==> config.mk <==
export PLATFORM = sky130hd
export DESIGN_NAME = irq_timer
export DESIGN_NICKNAME = d
export VERILOG_FILES = /design/src/rtl/irq_timer.sv
export SDC_FILE = /design/constraint.sdc
export NUM_CORES = 1
export LEC_CHECK = 0
export BUFFER_PORTS_ARGS = -buffer_cell sky130_fd_sc_hd__buf_2
export CORE_MARGIN = 3
export CORE_UTILIZATION = 35
export DETAILED_ROUTE_END_ITERATION = 7
export PLACE_DENSITY = 0.58
export SLEW_MARGIN = 30
export SYNTH_ARGS = -nofsm -noshare
export SYNTH_HDL_FRONTEND = slang
export SYNTH_SLANG_ARGS = --single-unit
export TNS_END_PERCENT = 10
==> constraint.sdc <==
create_clock -name clk -period 6.27 [get_ports clk]
set_input_delay 1.254 -clock clk [delete_from_list [all_inputs] [get_ports clk]]
set_output_delay 1.254 -clock clk [all_outputs]
set_load 0.05 [all_outputs]
==> src/rtl/irq_timer.sv <==
// Memory-mapped countdown timer that raises an interrupt request for CP0 HWIn.
// Software loads PRESET, enables through CTRL, and re-arms or acknowledges with a CTRL write.
module irq_timer #(
    parameter int CNT_W = 32
) (
    input  logic        clk,
    input  logic        reset,
    input  logic [1:0]  addr,
    input  logic        we,
    input  logic [31:0] wdata,
    output logic [31:0] rdata,
    output logic        irq
);

    typedef enum logic [1:0] {
        S_IDLE,
        S_LOAD,
        S_CNT,
        S_INT
    } state_t;

    state_t             state;
    logic [3:0]         ctrl;
    logic [CNT_W-1:0]   preset;
    logic [CNT_W-1:0]   count;
    logic               irq_flag;

    logic               en;
    logic               auto_reload;

    assign en          = ctrl[0];
    assign auto_reload = (ctrl[2:1] == 2'b01);

    // Bus writes come last so they override any same-cycle FSM update of CTRL or irq_flag.
    always_ff @(posedge clk) begin
        if (reset) begin
            state    <= S_IDLE;
            ctrl     <= 4'd0;
            preset   <= '0;
            count    <= '0;
            irq_flag <= 1'b0;
        end else begin
            case (state)
                S_IDLE: begin
                    if (en) begin
                        state <= S_LOAD;
                    end
                end
                S_LOAD: begin
                    count <= preset;
                    state <= S_CNT;
                end
                S_CNT: begin
                    if (!en) begin
                        state <= S_IDLE;
                    end else if (count == '0) begin
                        state    <= S_INT;
                        irq_flag <= 1'b1;
                    end else begin
                        count <= count - CNT_W'(1);
                    end
                end
                S_INT: begin
                    if (auto_reload) begin
                        irq_flag <= 1'b0;
                        state    <= S_LOAD;
                    end else begin
                        ctrl[0] <= 1'b0;
                        state   <= S_IDLE;
                    end
                end
                default: begin
                    state <= S_IDLE;
                end
            endcase

            if (we && addr == 2'd0) begin
                ctrl     <= wdata[3:0];
                irq_flag <= 1'b0;
            end
            if (we && addr == 2'd1) begin
                preset <= wdata[CNT_W-1:0];
            end
        end
    end

    always_comb begin
        rdata = '0;
        case (addr)
            2'd0:    rdata = {28'd0, ctrl};
            2'd1:    rdata = 32'(preset);
            2'd2:    rdata = 32'(count);
            default: rdata = '0;
        endcase
    end

    assign irq = irq_flag & ctrl[3];

endmodule

==> metrics.csv <==
metric;value;unit
ys_top_cells_by_count;nand2_1, dfxtp_1, a21oi_1;
ios;70;
io_buffers;69;
hold_slack;0.470;ns
num_rows;38;
min_path_type;reg2reg;
cts_buffers;9;
max_stage_delay;0.64;ns
drtIter0Drc;310;
cts_post_setup_buffers_inserted;0;
clock_latency;0.33;ns
synth_nets;580;
outcome;completed;
finalSetupViolations;0;
slowest_stage;nor2b_2;
cts-resized-gates;0;
vias;4192;
clock_path_buffers;2;
ir_drop;0.113;mV
antenna_cells;0;
path_delay_family;buffers and inverters;
ant_nets;0;
synth-edff-count;0;
synth-seq-cells;71;
crit_arrival;2.90;ns
worstPathCellList;buf_2 > nor2b_2 > buf_4 > nand2_1 > o21ai_0 > buf_2;
path_max_fanout;19;
placed_area;0.00440;mm²
dieArea;0.0128;mm²
crit_type;in2out;
hold_violations;0;
worstMarginPinSlew;0.930;ns
async_flop_share;0;%
drcViolationCount;0;
max_freq;241;MHz
design_area;0.00471;mm²
synth_cell_types;41;
dp_hpwl;8120;µm
antenna_found_initial;0;
tns;0;ns
power;1.05;mW
grt_pass1_wl;20300;µm
grtUsageTotal;19.4;%
final_layout_size_suffix_gt1_share;18.4;%
postLayoutCoreUtil;42.7;%
pre_cts_slack;2.12;ns
drt-total-wl;12300;µm
synth-main-ff-cell;dfxtp_1;
coreArea;0.0110;mm²
synth_area;0.00401;mm²
end_kind;primary output;
cap_violations;0;
worstSetupStartpointType;input pin;
clk_root_buffer_cell;clkbuf_16;
ys_warn_count;0;
gp_congestion;0.853;
wire_per_inst;17.1;µm
synth.area.top_cells;dfxtp_1, nand2_1, a21oi_1;
relSlewSlack;37.9;%
cts_tree;yes;
rsz0062_at_grt;no;
cp_common_cell;buf_2;
avgSynthCellArea;7.40;µm²
fin_skew;0.00672;ns
p_leak;1.75;nW
cts_num_sinks;71;
final-instance-count-excl-fill;722;
cts.clk_slew.worst_paths;0.05;ns
die_y;113;µm
fin_nets;615;
maxSlewViolCount;0;
final.min_clock_period;4.15;ns
drt-pass1-iter-count;5;
seq_area_frac_synth;35.4;%
power_density;224;mW/mm²
dp_cells;706;
grt_max_degree;78;
yosysTopAreaCell;dfxtp_1;
min_period_over_period;66.2;%
start_util;36.4;%
synthMostInstantiatedCell;nand2_1;
htreeDepth;3;
crit_required;5.02;ns
die_x;113;µm
synth_top_area_share;35.4;%
cts_hold_buf;0;
via_per_inst;5.81;
area_growth;17.4;%
cp_num_buf_inv;3;
synthCells;542;
grt_pass1_vias;3986;
fin_ws;2.12;ns
grt-ovfl-total;0;
final timing paths:
path | startpoint | cells past startpoint | slack (ns) | endpoint
worst min register to register | preset[8] | 2 | 0.47 | preset[8]
worst max register to register | count[0] | 7 | 2.52 | count[20]
worst min-delay path | preset[8] | 2 | 0.47 | preset[8]
worst max-delay path | addr[0] | 6 | 2.12 | rdata[3]
cells by family after synthesis:
logic type,Yosys count,synth area share (%)
simple gates,223,26.1
flops,71,35.4
mux,7,1.75
fa+ha+maj,1,0.312
buf+inv,59,6.08
compound gates,181,30.3
report_power, final:
group          internal, mW  total (mW)  switching [mW]
registers             0.459       0.466         0.00704
logic                0.0256      0.0790          0.0534
clock network         0.317       0.508           0.191
total                 0.802        1.05           0.251
layer usage:
layer	GRT usage, %	vias to the layer above	routed length [µm]
met2	30.6	121	5800
li1	-	2071	-
met5	0	-	0
met3	3.74	14	705
met1	26.3	1986	5670
met4	7.69	0	173
worst register-to-register path, stage by stage (launching register included):
cell	delay (ns)
dfxtp_1	0.34
inv_1	0.07
ha_1	0.17
nor3b_1	0.77
nand3_1	0.74
or4_1	1.03
nand2_1	0.35
o32ai_1	0.13
state kept, by name, indices dropped and copies added, names as in the netlist:
name      count
irq_flag      1
preset       32
ctrl          4
count        32
state         2
placed cells by master, fill, tap and decap left out, types with 2 or more instances in the layout:
cell	instances
clkbuf_16	9
a32oi_1	2
buf_2	69
o21ai_0	14
o31a_1	3
a22o_1	30
dfxtp_1	71
and2_1	2
or4_1	5
a31oi_1	10
o31ai_1	28
or4_4	2
nand2_1	100
nor2b_2	3
nand2b_1	6
buf_4	10
o32ai_1	5
clkbuf_1	2
inv_1	4
a21oi_1	66
or3_1	10
o21a_1	2
clkinv_2	3
a211o_1	8
and3_1	2
nor3_1	9
nand4_1	10
nor4_1	13
o41ai_1	2
mux2i_1	7
nand3_1	19
a211oi_1	4
nor2_1	33
layout make-up:
class,count,area (µm²)
clock buffer,12,246
clock inverter,4,45.0
sequential,71,1420
timing repair buffer,79,420
tap,140,175
fill,1177,6320
inverter,4,15.0
multi-input combinational,412,2380
No activity file was read; power rests on OpenSTA's default activity.
